`src/rtl/vita49_tsgen_pkg.sv`:
```
// Shared state encodings and default sizing for the VITA-49 timestamp generator.
package vita49_tsgen_pkg;

    localparam int TSF_W_DEF   = 64;
    localparam int TSI_W_DEF   = 32;
    localparam int NSYNC_DEF   = 2;
    localparam int SHIFT_W_DEF = 3;

    typedef enum logic [1:0] {
        ST_IDLE  = 2'd0,
        ST_ARMED = 2'd1,
        ST_RUN   = 2'd2
    } tsgen_state_t;

endpackage

```
`src/rtl/vita49_sync_edge.sv`:
```
// Two-flop synchronizer for the combined sync source with a one-cycle rising-edge pulse.
module vita49_sync_edge (
    input  logic samp_clk,
    input  logic ARESETN,
    input  logic sync_src,
    output logic sync_pulse
);

    logic sync_r_reg;
    logic sync_rr_reg;

    always_ff @(posedge samp_clk or negedge ARESETN) begin
        if (!ARESETN) begin
            sync_r_reg  <= 1'b0;
            sync_rr_reg <= 1'b0;
        end else begin
            sync_r_reg  <= sync_src;
            sync_rr_reg <= sync_r_reg;
        end
    end

    assign sync_pulse = sync_r_reg & ~sync_rr_reg;

endmodule

```
`src/rtl/vita49_tsgen.sv`:
```
// VITA-49 integer/fractional timestamp generator with sync-armed load, resync and snapshot.
module vita49_tsgen
    import vita49_tsgen_pkg::*;
#(
    parameter int TSF_W   = TSF_W_DEF,
    parameter int TSI_W   = TSI_W_DEF,
    parameter int NSYNC   = NSYNC_DEF,
    parameter int SHIFT_W = SHIFT_W_DEF
) (
    input  logic               samp_clk,
    input  logic               ARESETN,
    input  logic [NSYNC-1:0]   sync,
    input  logic [NSYNC-1:0]   sync_mask,
    input  logic               en,
    input  logic               clr,
    input  logic               arm,
    input  logic               resync_en,
    input  logic [TSF_W-1:0]   tsf_period,
    input  logic [TSI_W-1:0]   tsi_load,
    input  logic [TSF_W-1:0]   tsf_load,
    input  logic [SHIFT_W-1:0] shift,
    input  logic               snap_req,
    output logic [TSI_W-1:0]   tsi,
    output logic [TSF_W-1:0]   tsf,
    output logic [TSI_W-1:0]   tsi_snap,
    output logic [TSF_W-1:0]   tsf_snap,
    output logic               snap_valid,
    output logic [1:0]         state,
    output logic               sync_err,
    output logic               load_err
);

    localparam logic [TSI_W-1:0] TSI_ONE = {{(TSI_W-1){1'b0}}, 1'b1};
    localparam logic [TSF_W-1:0] TSF_ONE = {{(TSF_W-1){1'b0}}, 1'b1};

    logic [NSYNC-1:0] sync_gated;
    logic             sync_src;
    logic             sync_edge;
    logic             period_zero;
    logic             load_bad;

    tsgen_state_t     state_reg;
    logic [TSI_W-1:0] tsi_cnt_reg;
    logic [TSF_W-1:0] tsf_cnt_reg;
    logic [TSI_W-1:0] tsi_reg;
    logic [TSF_W-1:0] tsf_reg;
    logic [TSI_W-1:0] tsi_snap_reg;
    logic [TSF_W-1:0] tsf_snap_reg;
    logic             snap_valid_reg;
    logic             sync_err_reg;
    logic             load_err_reg;

    generate
        for (genvar gi = 0; gi < NSYNC; gi++) begin : g_sync_mask
            assign sync_gated[gi] = sync[gi] & sync_mask[gi];
        end
    endgenerate

    assign sync_src = |sync_gated;

    vita49_sync_edge u_sync_edge (
        .samp_clk   (samp_clk),
        .ARESETN    (ARESETN),
        .sync_src   (sync_src),
        .sync_pulse (sync_edge)
    );

    assign period_zero = (tsf_period == '0);
    assign load_bad    = !period_zero && (tsf_load > tsf_period);

    // Control FSM and the timestamp counters; clr outranks every transition.
    always_ff @(posedge samp_clk or negedge ARESETN) begin
        if (!ARESETN) begin
            state_reg    <= ST_IDLE;
            tsi_cnt_reg  <= '0;
            tsf_cnt_reg  <= '0;
            sync_err_reg <= 1'b0;
            load_err_reg <= 1'b0;
        end else if (clr) begin
            state_reg    <= ST_IDLE;
            tsi_cnt_reg  <= '0;
            tsf_cnt_reg  <= '0;
            sync_err_reg <= 1'b0;
            load_err_reg <= 1'b0;
        end else begin
            case (state_reg)
                ST_IDLE: begin
                    if (arm) begin
                        state_reg <= ST_ARMED;
                    end else if (en) begin
                        state_reg <= ST_RUN;
                    end
                end
                ST_ARMED: begin
                    if (sync_edge) begin
                        state_reg   <= ST_RUN;
                        tsi_cnt_reg <= tsi_load;
                        if (load_bad) begin
                            tsf_cnt_reg  <= '0;
                            load_err_reg <= 1'b1;
                        end else begin
                            tsf_cnt_reg <= tsf_load;
                        end
                    end else if (!en) begin
                        state_reg <= ST_IDLE;
                    end
                end
                ST_RUN: begin
                    if (!en) begin
                        state_reg <= ST_IDLE;
                    end else if (period_zero) begin
                        tsf_cnt_reg <= tsf_cnt_reg + TSF_ONE;
                    end else if (resync_en && sync_edge && (tsf_cnt_reg != tsf_period)) begin
                        // Misaligned PPS: force the second boundary now.
                        tsf_cnt_reg  <= '0;
                        tsi_cnt_reg  <= tsi_cnt_reg + TSI_ONE;
                        sync_err_reg <= 1'b1;
                    end else if (tsf_cnt_reg >= tsf_period) begin
                        tsf_cnt_reg <= '0;
                        tsi_cnt_reg <= tsi_cnt_reg + TSI_ONE;
                    end else begin
                        tsf_cnt_reg <= tsf_cnt_reg + TSF_ONE;
                    end
                end
                default: state_reg <= ST_IDLE;
            endcase
        end
    end

    // Output stage: shifted live timestamp plus a snapshot of that same stage.
    always_ff @(posedge samp_clk or negedge ARESETN) begin
        if (!ARESETN) begin
            tsi_reg        <= '0;
            tsf_reg        <= '0;
            tsi_snap_reg   <= '0;
            tsf_snap_reg   <= '0;
            snap_valid_reg <= 1'b0;
        end else if (clr) begin
            tsi_reg        <= '0;
            tsf_reg        <= '0;
            tsi_snap_reg   <= '0;
            tsf_snap_reg   <= '0;
            snap_valid_reg <= 1'b0;
        end else begin
            tsi_reg <= tsi_cnt_reg;
            tsf_reg <= tsf_cnt_reg >> shift;
            if (snap_req) begin
                tsi_snap_reg   <= tsi_reg;
                tsf_snap_reg   <= tsf_reg;
                snap_valid_reg <= 1'b1;
            end
        end
    end

    assign tsi        = tsi_reg;
    assign tsf        = tsf_reg;
    assign tsi_snap   = tsi_snap_reg;
    assign tsf_snap   = tsf_snap_reg;
    assign snap_valid = snap_valid_reg;
    assign state      = state_reg;
    assign sync_err   = sync_err_reg;
    assign load_err   = load_err_reg;

endmodule
```
`config.mk`:
```
export PLATFORM = sky130hd
export DESIGN_NAME = vita49_tsgen
export DESIGN_NICKNAME = d
export VERILOG_FILES = /design/src/rtl/vita49_tsgen_pkg.sv /design/src/rtl/vita49_sync_edge.sv /design/src/rtl/vita49_tsgen.sv
export SDC_FILE = /design/constraint.sdc
export NUM_CORES = 1
export LEC_CHECK = 0
export CAP_MARGIN = 0
export CORE_ASPECT_RATIO = 1.75
export CORE_MARGIN = 10
export CORE_UTILIZATION = 56
export DETAILED_ROUTE_END_ITERATION = 6
export GPL_TIMING_DRIVEN = 0
export HOLD_SLACK_MARGIN = 0.02
export PLACE_DENSITY_LB_ADDON = 0.2
export SLEW_MARGIN = 5
export SYNTH_ARGS = -nofsm -noshare
export SYNTH_HDL_FRONTEND = slang
export SYNTH_SLANG_ARGS = --single-unit
```
`constraint.sdc`:
```
create_clock -name samp_clk -period 7.6 [get_ports samp_clk]
set_clock_uncertainty 0.2 [all_clocks]
set_input_delay 1.52 -clock samp_clk [delete_from_list [all_inputs] [get_ports samp_clk]]
set_output_delay 1.52 -clock samp_clk [all_outputs]
set_load 0.1 [all_outputs]
```
# After elaboration in Yosys (flattened, before gate mapping)
# Cells that the tools add are included.
[totals]
register_bits = 295
input_bits = 174
out_inout_bits = 197
[op_classes]
n_addsub = 2
n_reduce_logical = 19
muxes = 38
order_cmp = 2
n_bitwise = 4
n_shift = 1
eq_ne = 9
[ops]
columns = ["cell", "n"]
rows = [
  ["64-bit two-way mux", 10],
  ["32-bit two-way mux", 9],
  ["64-bit case mux with 2 select lines", 1],
  ["64-bit by 1-bit adder with 64-bit output, second input constant", 1],
  ["64-bit greater-or-equal comparator", 1],
  ["64-bit greater-than comparator", 1],
  ["64-bit zero test", 1],
  ["64-bit inequality test", 1],
  ["32-bit case mux with 2 select lines", 1],
  ["64-bit by 3-bit right shift with 64-bit output", 1],
  ["32-bit by 1-bit adder with 32-bit output, second input constant", 1],
  ["2-bit nonzero test", 7],
  ["1-bit two-way mux", 11],
  ["2-bit two-way mux", 5],
  ["3-bit inequality test, second input constant", 3],
  ["4-bit inequality test, second input constant", 2],
  ["2-bit case mux with 3 select lines", 1],
  ["3-bit AND reduction", 2],
  ["5-bit AND reduction", 1],
  ["4-bit AND reduction", 1],
  ["1-bit bitwise AND", 3],
  ["1-bit logical AND", 3],
  ["3-bit nonzero test", 1],
  ["2-bit by 1-bit == test with 1-bit output, second input constant", 1],
  ["6 further kinds", 6],
]

# Depth between registers and ports, before layout
# Gate-level depths: netlist of the first run.
[depth]
word_depth = 9
ltp_mapped = 12
ltp_nobuf = 10

# Modules after synthesis
# A second synthesis of the first run with hierarchy kept.
[hier_totals]
hier_cells = 1897
hier_area_um2 = 18286.3
[by_module_without_submodules]
columns = ["mod", "area_each_um2", "cells_each", "seq_area_each_um2", "n_inst"]
rows = [
  ["vita49_tsgen", 18222.5, 1894, 7332.0, 1],
  ["vita49_sync_edge", 63.8, 3, 50.0, 1],
]

# Least setup slack after synthesis of the first run
# Ideal clock, no wire load.
[synth_timing]
path_kind = "input to register"
from = "input port tsf_period[61]"
to = "register tsi_cnt_reg[30]"
arrival_ns = 3.661
cell_stages = 9
path_slack_ns = 3.618
setup_time_ns = 0.122
path_buffers = 0
required_time_ns = 7.278
cell_sequence = "inv_1 ha_1 nand4_2 nor4_4 nand3_1 o221ai_1 o31ai_2 or4_1 a32o_1"
[synth_between]
elab_chain_cells = 7
[synth_lines]
columns = ["item", "line", "text"]
rows = [
  ["from (decl)", "vita49_tsgen.sv:18", "input logic [TSF_W-1:0] tsf_period,"],
  ["branches (longest 7 deep; another with 64-bit greater-or-equal comparator)", "--", ""],
  ["to (signal assigned)", "vita49_tsgen.sv:97", "tsi_cnt_reg <= tsi_load;"],
  ["to (signal assigned)", "vita49_tsgen.sv:116", "tsi_cnt_reg <= tsi_cnt_reg + TSI_ONE;"],
  ["to (signal assigned)", "vita49_tsgen.sv:120", "tsi_cnt_reg <= tsi_cnt_reg + TSI_ONE;"],
  ["to (decl)", "vita49_tsgen.sv:43", "logic [TSI_W-1:0] tsi_cnt_reg;"],
]
# Parallel ways; which one is timed is not known. The select of a mux whose other input is x is not followed.
# A chain may end at the register's enable or synchronous reset.

# Worst setup path in the final report of the first run
[layout_timing]
from = "input port tsf_period[39]"
to = "register tsf_cnt_reg[33]"
[layout_between]
elab_chain_cells = 7
[layout_lines]
columns = ["item", "line", "text"]
rows = [
  ["64-bit greater-or-equal comparator, or another cell as far along", "vita49_tsgen.sv:118", "end else if (tsf_cnt_reg >= tsf_period) begin"],
  ["64-bit two-way mux, or another cell as far along", "vita49_tsgen.sv:118", ""],
  ["64-bit two-way mux or 1-bit logical AND (tied branches)", "vita49_tsgen.sv:113, vita49_tsgen.sv:69", ""],
  ["64-bit two-way mux, on equally long branches", "vita49_tsgen.sv:111, vita49_tsgen.sv:98", ""],
  ["64-bit two-way mux, on equally long branches", "vita49_tsgen.sv:109, vita49_tsgen.sv:95", ""],
  ["64-bit case mux with 2 select lines (*)", "vita49_tsgen.sv:86", "case (state_reg)"],
  ["64-bit two-way mux (*)", "vita49_tsgen.sv:79", "end else if (clr) begin"],
  ["to (signal assigned)", "vita49_tsgen.sv:102", "tsf_cnt_reg <= tsf_load;"],
  ["to (signal assigned)", "vita49_tsgen.sv:112", "tsf_cnt_reg <= tsf_cnt_reg + TSF_ONE;"],
  ["to (signal assigned)", "vita49_tsgen.sv:122", "tsf_cnt_reg <= tsf_cnt_reg + TSF_ONE;"],
  ["to (decl)", "vita49_tsgen.sv:44", "logic [TSF_W-1:0] tsf_cnt_reg;"],
]
# Mark *: on every way between the ends. The rest lies on a longest branch, timed or not. The select of a mux whose other input is x is not followed.

==> results_dict.tcl, run 1 <==
set metrics [dict create \
    path_cells "clkdlybuf4s50_1 -> inv_1 -> ha_1 -> nand4_1 -> nor3_1 -> a22oi_1 -> nor4b_2 -> o221ai_1 -> o31ai_2 -> buf_2 -> nand2_1 -> o211ai_1" \
    cts_buffer_depth 3 \
    syn-cell-area_um2 18800 \
    synth.net_count 2220 \
    rsz0062_at_grt "no" \
    hold_class "flop to flop" \
    gp_congestion 1.02 \
    drc_errors 0 \
    vias_per_cell 6.70 \
    cts_hold_buf 0 \
    synth-async-reset-ratio_pct 100 \
    drv_cap 0 \
    layout.nets 2619 \
    hpwlAfterDp_mm 60.3 \
    fp-row-count 88 \
    period_minus_slack_ns 6.06 \
    clk_latency_ns 0.62 \
    pin_count 371 \
    cts-root-buf "clkbuf_16" \
    drive_gt1_share_pct 8.00 \
    postLayoutCellArea_um2 24000 \
    cpPeakStageDelay_ns 1.06 \
    core_area_um2 33000 \
    grt_max_degree 125 \
    most-common-layout-cells "366 x clkdlybuf4s50_1, 295 x dfrtp_1, 217 x nor2_1" \
    cts-resized-gates 0 \
    drtAntennaViolNets 0 \
    path_clk_slew_ns 0.08 \
    cellLeakagePower_uw 0.0108 \
    p_total_uw 4790 \
    wl_per_cell_um 28.6 \
    critPathKind "input pin to flop" \
    synth_seq_area_share_pct 39.3 \
    slowest_stage "o31ai_2" \
    cts_setup_buffers 0 \
    drt-total-wl_mm 78.6 \
    synth_seq_cells 295 \
    status "finished, final reports clean" \
    synth_edf_count 0 \
    cts_buffers 28 \
    grt_use_total_pct 36.8 \
    die_y_um 262 \
    syn_avg_cell_area_um2 9.80 \
    port_buffers 367 \
    vias 18400 \
    clkSinkCount 295 \
    layout_commonest_cell "clkdlybuf4s50_1" \
    powerDensity_nw_per_um2 199 \
    cp.required_ns 7.92 \
    relSlewSlack_pct 19.0 \
    dieArea_um2 41500 \
    finalSetupViolations 0 \
    drt_iter0_markers 1612 \
    vdd_ir_drop_max_uv 216 \
    slew_viol_final 0 \
    tightest_slew_ns 1.21 \
    synthCells 1916 \
    cp.arrival_ns 6.38 \
    cts_tree "done" \
    ys_types 83 \
    grt_pass1_wl_mm 114 \
    start_kind "input pin" \
    start_util_pct 56.8 \
    dpl-instance-area_um2 23000 \
    fmax_ghz 0.165 \
    globalRouteOverflowTotal 0 \
    h-tree-depth 1 \
    min_period_over_period_pct 79.8 \
    dieWidth_um 158 \
    endpoint_kind "flop" \
    first_pass_iters 7 \
    areaGrowthSynthToFinish_pct 28.0 \
    ys_warn_count 0 \
    synth_ff_type "dfrtp_1" \
    crit_fanout 10 \
    grt_pass1_vias 19000 \
    antenna_found_initial 5 \
    hold_violations 0 \
]
## metal layers
layer	track usage (%)	wire, µm
met5	0	11
met4	32.9	8560
met3	8.20	6520
met2	64.6	40000
met1	34.2	23500
## cell type report
class                      count  area (µm²)
multi-input combinational   1389       10400
fill                        2475        9010
sequential                   295        7380
timing repair buffer         369        3730
clock buffer                  35         787
buffer                       135         594
tap                          405         507
inverter                      97         364
clock inverter                17         216
antenna                        2        5.00
## cells in the mapped netlist, types with 5 or more instances
library cell / count / area [µm²]
dfrtp_1: 295 / 7380
nor2_1: 217 / 815
mux2i_1: 159 / 1590
nand2_1: 152 / 571
ha_1: 130 / 1630
a21oi_1: 107 / 536
inv_1: 97 / 364
clkbuf_1: 79 / 297
nand3_1: 59 / 295
nand4_1: 57 / 357
mux4_2: 54 / 1220
nor3_1: 51 / 255
a32oi_1: 39 / 342
nor2b_1: 33 / 206
nor4_1: 32 / 200
buf_2: 25 / 125
o21ai_0: 25 / 125
o311ai_0: 24 / 210
o21ai_1: 22 / 110
buf_1: 20 / 75.1
o211ai_1: 19 / 143
a22oi_1: 16 / 120
and3_1: 13 / 81.3
a21o_1: 12 / 90.1
a221o_1: 11 / 110
and2_1: 9 / 56.3
o31ai_1: 9 / 67.6
o22ai_1: 8 / 50.1
or3_1: 8 / 50.1
o41ai_1: 7 / 61.3
nand4b_1: 6 / 52.6
a31oi_1: 5 / 31.3
clkbuf_2: 5 / 25.0
nand2b_1: 5 / 31.3
or2_2: 5 / 31.3
or4_1: 5 / 37.5
## report_power, final
part | switching [µW] | internal (µW)
combinational | 955 | 446
clock | 705 | 852
sequential | 156 | 1670
total | 1820 | 2970
## metrics by stage
step / setup TNS [ns] / setup WS, ns / std cells / hold WS, ns / utilization, %
finish: 0 / 1.54 / 2744 / 0.187 / 72.7
global route: 0 / 1.68 / 2744 / 0.189 / 72.7
CTS: 0 / 2.02 / 2742 / 0.187 / 72.7
detailed placement: 0 / 1.43 / 2690 / 0.170 / 69.7
global placement: -2255.86 / -7.71 / 2688 / 0.166 / 69.5
floorplan: 0 / 3.62 / 1916 / 0.155 / -
## cell families (layout without fill, tap and decap cells)
family,after synthesis,count (layout),synth area share (%)
and+or+nand+nor,700,700,18.9
AOI/OAI and AO/OA,341,341,12.4
DFF,295,295,39.3
buffers and inverters,232,653,5.10
muxes,218,218,15.6
adders and majority gates,130,130,8.66
other,0,2,0
## critical path, delay by kind of cell
family | cells | cell delay, ns
compound gates | 4 | 1.97
simple gates | 4 | 1.27
fa+ha+maj | 1 | 0.33
buf+inv | 3 | 1.27
## path summary, 6_finish.rpt
check	start	end	slack, ns	cells after the start
hold reg to reg	u_sync_edge.sync_r_reg	u_sync_edge.sync_rr_reg	0.19	0
setup / recovery	tsf_period[39]	tsf_cnt_reg[33]	1.54	12
setup reg to reg	tsf_cnt_reg[27]	tsf_cnt_reg[33]	2.56	10
min in group asynchronous	ARESETN	tsi_snap[19]	0.75	1
max in group asynchronous	ARESETN	tsf_snap[8]	4.95	3
hold / removal	u_sync_edge.sync_r_reg	u_sync_edge.sync_rr_reg	0.19	0
(Power assumes the default switching activity.)
==> run 2: changes to the inputs <==
Settings changed: CORE_UTILIZATION 56 to 48.
Clock period 7.6 ns to 4.9 ns, I/O delays scaled along.
==> results_dict.tcl, run 2 (synthesis gave the netlist of run 1 again) <==
set metrics [dict create \
    grt_use_total_pct 32.1 \
    cp.required_ns 5.21 \
    postLayoutCellArea_um2 24200 \
    drtAntennaViolNets 0 \
    wl_per_cell_um 28.1 \
    p_sw_uw 2780 \
    areaGrowthSynthToFinish_pct 28.9 \
    dp.cells 2771 \
    slowest_stage "nor4_1" \
    globalRouteOverflowTotal 0 \
    drv_cap 0 \
    hold_path_depth 0 \
    cellLeakagePower_uw 0.0108 \
    start_util_pct 48.8 \
    register_area_um2 7380 \
    fmax_ghz 0.208 \
    cts_buffers 29 \
    dpl-instance-area_um2 23100 \
    post-route-util_pct 62.8 \
    seqPwrFrac_pct 38.0 \
    gp_congestion 1.02 \
    r2r_end "tsi_cnt_reg[1]" \
    finalSetupViolations 0 \
    whs_ns 0.186 \
    multi_input_area_um2 10500 \
    final_cells 2826 \
    cts-root-buf "clkbuf_16" \
    grt_max_degree 112 \
    period_minus_slack_ns 4.82 \
    hold_path_startpoint "u_sync_edge.sync_r_reg" \
    p_sw_share_pct 37.4 \
    clk_latency_ns 0.61 \
    cts_hold_buf 0 \
    start_kind "input pin" \
    reg2regPathDepth 11 \
    fillers 3234 \
    core_area_um2 38500 \
    port_buffers 367 \
    cpPeakStageDelay_ns 0.86 \
    dieWidth_um 170 \
    tightest_slew_ns 1.07 \
    fp-row-count 95 \
    crit_cells 13 \
    path_clk_slew_ns 0.07 \
    vias_per_cell 6.35 \
    cts_buffer_depth 3 \
    clkSinkCount 295 \
    first_pass_iters 7 \
    most-common-layout-cells "366 x clkdlybuf4s50_1, 295 x dfrtp_1, 217 x nor2_1" \
    cp.arrival_ns 5.13 \
    cts_tree "done" \
    status "finished, violations left" \
    power.internal_uw 4650 \
    critPathKind "input pin to flop" \
    endpoint_kind "flop" \
    path_cells "clkdlybuf4s50_1 -> inv_1 -> ha_1 -> nand4_1 -> nor4_1 -> nand4b_1 -> o31ai_1 -> nand2_1 -> o21ai_2 -> buf_2 -> buf_2 -> nand2_1 -> o211ai_1" \
    rsz0062_at_grt "no" \
    critPathBufInv 4 \
    antenna_found_initial 2 \
    drive_gt1_share_pct 8.03 \
    layout.nets 2625 \
    min_period_over_period_pct 98.3 \
    p_comb_share_pct 29.5 \
    clkPwrFrac_pct 32.5 \
    grt_pass1_wl_mm 116 \
    powerDensity_nw_per_um2 307 \
    pin_count 371 \
    violations "design-rule violations" \
    hold_class "flop to flop" \
    die_y_um 282 \
    hpwlAfterDp_mm 62.9 \
    drt-total-wl_mm 79.3 \
    hold_violations 0 \
    relSlewSlack_pct 28.7 \
    drt_iter0_markers 1621 \
    slew_viol_final 0 \
    reg2reg_slack_ns 0.56 \
    hold-path-endpoint "u_sync_edge.sync_rr_reg" \
    layout_commonest_cell "clkdlybuf4s50_1" \
    h-tree-depth 1 \
    vdd_ir_drop_max_uv 262 \
    crit_fanout 10 \
    drc_errors 5 \
    grt_pass1_vias 18400 \
    vias 17900 \
    dieArea_um2 47700 \
    r2r_start "tsf_cnt_reg[55]" \
    crit_family "simple AND/OR/NAND/NOR gates" \
]
-- run 2: changes by cell type in the layout (fill, tap and decap cells not counted), sizes merged --
| cell | delta |
|---|---|
| buf | +5 |
| clkinvlp | -3 |
| diode | -1 |
| bufinv | +1 |
-- run 2: final cells by class --
| class | count | share of cell area (%) |
|---|---|---|
| Multi-Input combinational cell | 1389 | 43.2 |
| Sequential cell | 295 | 30.5 |
| Timing Repair Buffer | 374 | 15.7 |
| Clock buffer | 35 | 3.17 |
| Tap cell | 485 | 2.51 |
| Buffer | 135 | 2.46 |
| Inverter | 97 | 1.50 |
| Clock inverter | 15 | 0.946 |
| Antenna cell | 1 | 0.0103 |
-- run 2: layer usage --
layer / vias to the layer above / share of wire, % / GRT usage [%]
met5: - / 0.034 / 0
met4: 4 / 9.3 / 25.1
met3: 363 / 6.6 / 5.53
met2: 1010 / 52 / 58.7
met1: 8670 / 32 / 30.9
li1: 7893 / - / -
-- run 2: how the worst max path moves through the flow --
stage | startpoint | end | slack, ns
4_1_cts | tsf_period[39] | tsf_cnt_reg[4] | 0.007
2_1_floorplan | tsf_period[61] | tsi_cnt_reg[30] | 1.46
3_5_place_dp | tsf_period[39] | tsf_cnt_reg[4] | -0.99
6_report | tsf_period[51] | tsf_cnt_reg[2] | 0.08
3_3_place_gp | ARESETN | tsf_snap[25] | -10.35
5_1_grt | tsf_period[51] | tsf_cnt_reg[55] | 0.02
-- run 2: metrics by stage --
stage,setup WS [ns],setup TNS [ns],total power (µW)
6_report,0.0820,0,7430
3_3_place_gp,-10.35,-3099.27,4970
2_1_floorplan,1.46,0,4160
5_1_grt,0.0180,0,7660
3_5_place_dp,-0.992,-61.56,5010
4_1_cts,0.00728,0,7420
-- run 2: timing repair --
action / 4_1_cts / 5_1_grt
gates resized for setup: 1 / 1
cloned: 0 / 0
pin swaps: 0 / 1
buffers inserted: 0 / 4
endpoints found under the setup margin: 73 / 16
-- run 2: power by group through the flow --
stage	clock, µW	sequential [µW]	combinational [µW]
6_report	2410	2820	2190
5_1_grt	2530	2840	2300
4_1_cts	2440	2810	2160
3_5_place_dp	0	2860	2150
3_3_place_gp	0	2860	2110
2_1_floorplan	0	3350	803
==> run 3: changes to the inputs <==
Settings changed: SLEW_MARGIN 5 to unset.
==> results_dict.tcl, run 3 (synthesis gave the netlist of run 1 again) <==
set metrics [dict create \
    status "finished, final reports clean" \
    path_clk_slew_ns 0.07 \
    die_y_um 282 \
    cellLeakagePower_uw 0.0108 \
    vias 17800 \
    drtAntennaViolNets 0 \
    first_pass_iters 5 \
    wl_per_cell_um 27.9 \
    powerDensity_nw_per_um2 301 \
    hold_path_startpoint "u_sync_edge.sync_r_reg" \
    start_kind "input pin" \
    finalSetupViolations 0 \
    grt_use_total_pct 31.9 \
    drc_errors 0 \
    pin_count 371 \
    tightest_slew_ns 1.08 \
    layout_setup_ws_ns 0.0931 \
    endpoint_kind "flop" \
    fp-row-count 95 \
    hold_class "flop to flop" \
    cts_buffers 28 \
    slowest_stage "a222oi_1" \
    cpPeakStageDelay_ns 0.58 \
    vias_per_cell 6.31 \
    period_minus_slack_ns 4.81 \
    drt_iter0_markers 1554 \
    start_util_pct 48.8 \
    min_period_over_period_pct 98.1 \
    path_cells "clkdlybuf4s50_1 -> inv_1 -> ha_1 -> a21oi_1 -> o21ai_0 -> a221o_1 -> a222oi_1 -> nand2_1 -> o21ai_2 -> buf_2 -> buf_2 -> nand2_1 -> o211ai_1" \
    areaGrowthSynthToFinish_pct 28.4 \
    reg2regPathDepth 11 \
    slew_viol_final 0 \
    dieArea_um2 47700 \
    gp_congestion 1.02 \
    layout_commonest_cell "clkdlybuf4s50_1" \
    clk_latency_ns 0.60 \
    cts_buffer_depth 3 \
    hpwlAfterDp_mm 62.9 \
    grt_pass1_wl_mm 115 \
    layout.nets 2622 \
    hold_path_depth 0 \
    clkSinkCount 295 \
    post-route-util_pct 62.6 \
    dpl_worst_slack_ns -0.948 \
    rsz0062_at_grt "no" \
    cts_hold_buf 0 \
    hold_violations 0 \
    vdd_ir_drop_max_uv 341 \
    relSlewSlack_pct 27.7 \
    crit_fanout 10 \
    antenna_found_initial 0 \
    critPathKind "input pin to flop" \
    reg2reg_slack_ns 0.53 \
    cp-startpoint "tsf_period[41]" \
    dieWidth_um 170 \
    cts_tree "done" \
    drive_gt1_share_pct 7.95 \
    core_area_um2 38500 \
    r2r_end "tsi_cnt_reg[1]" \
    port_buffers 367 \
    cp.required_ns 5.21 \
    cts-root-buf "clkbuf_16" \
    fmax_ghz 0.208 \
    drv_cap 0 \
    r2r_start "tsf_cnt_reg[54]" \
    most-common-layout-cells "366 x clkdlybuf4s50_1, 295 x dfrtp_1, 217 x nor2_1" \
    drt-total-wl_mm 78.9 \
    grt_pass1_vias 18300 \
    hold-path-endpoint "u_sync_edge.sync_rr_reg" \
    whs_ns 0.193 \
    h-tree-depth 1 \
    cp.arrival_ns 5.11 \
    globalRouteOverflowTotal 0 \
    grt_max_degree 112 \
]
[run 3: stage by stage]
stage          total power (µW)  TNS (ns)  instance area (µm²)  cells
2_1_floorplan              4160         0                18800   1916
3_3_place_gp               4970  -3099.27                23100   2768
3_5_place_dp               5010    -57.38                23100   2770
4_1_cts                    7250         0                24100   2821
5_1_grt                    7510         0                24100   2824
6_report                   7260         0                24100   2825
[run 3: how the worst max path moves through the flow]
| stage | to | slack, ns | cells after the start |
|---|---|---|---|
| 5_1_grt | tsf_cnt_reg[55] | 0.009 | 13 |
| 3_5_place_dp | tsf_cnt_reg[4] | -0.95 | 12 |
| 2_1_floorplan | tsi_cnt_reg[30] | 1.46 | 9 |
| 6_report | tsf_cnt_reg[2] | 0.09 | 13 |
| 4_1_cts | tsf_cnt_reg[4] | 0.03 | 12 |
| 3_3_place_gp | tsf_snap[25] | -10.35 | 1 |
[run 3: final cells by class]
type                       count  area, µm²
clock buffer                  37        764
antenna                        1       2.50
multi-input combinational   1389      10500
sequential                   295       7380
inverter                      97        364
clock inverter                14        173
timing repair buffer         372       3770
tap                          485        607
buffer                       135        594
fill                        3255      14400
[run 3: power by group]
group          leakage, µW  total [µW]  internal (µW)  switching, µW
Clock             0.000451        2260           1220           1030
Sequential         0.00401        2820           2590            230
Combinational      0.00631        2180            699           1480
[run 3: repair_timing]
action | in CTS | in global routing
endpoints found under the setup margin | 53 | 27
gates resized for setup | 1 | 2
pin swaps | 0 | 1
setup buffers | 0 | 3
[run 3: layer usage]
layer	vias to the layer above	share of wire, %	global-route usage (%)
met5	-	0	0
met4	0	9.0	23.8
met3	334	6.8	5.44
met2	937	53	59.0
met1	8657	32	30.7
li1	7894	-	-
[run 3: worst max-delay path, delay by kind of cell]
| family | cells | cell delay (ns) |
|---|---|---|
| AOI/OAI and AO/OA | 6 | 2.12 |
| adders and majority gates | 1 | 0.32 |
| and+or+nand+nor | 2 | 0.25 |
| buffers and inverters | 4 | 1.44 |
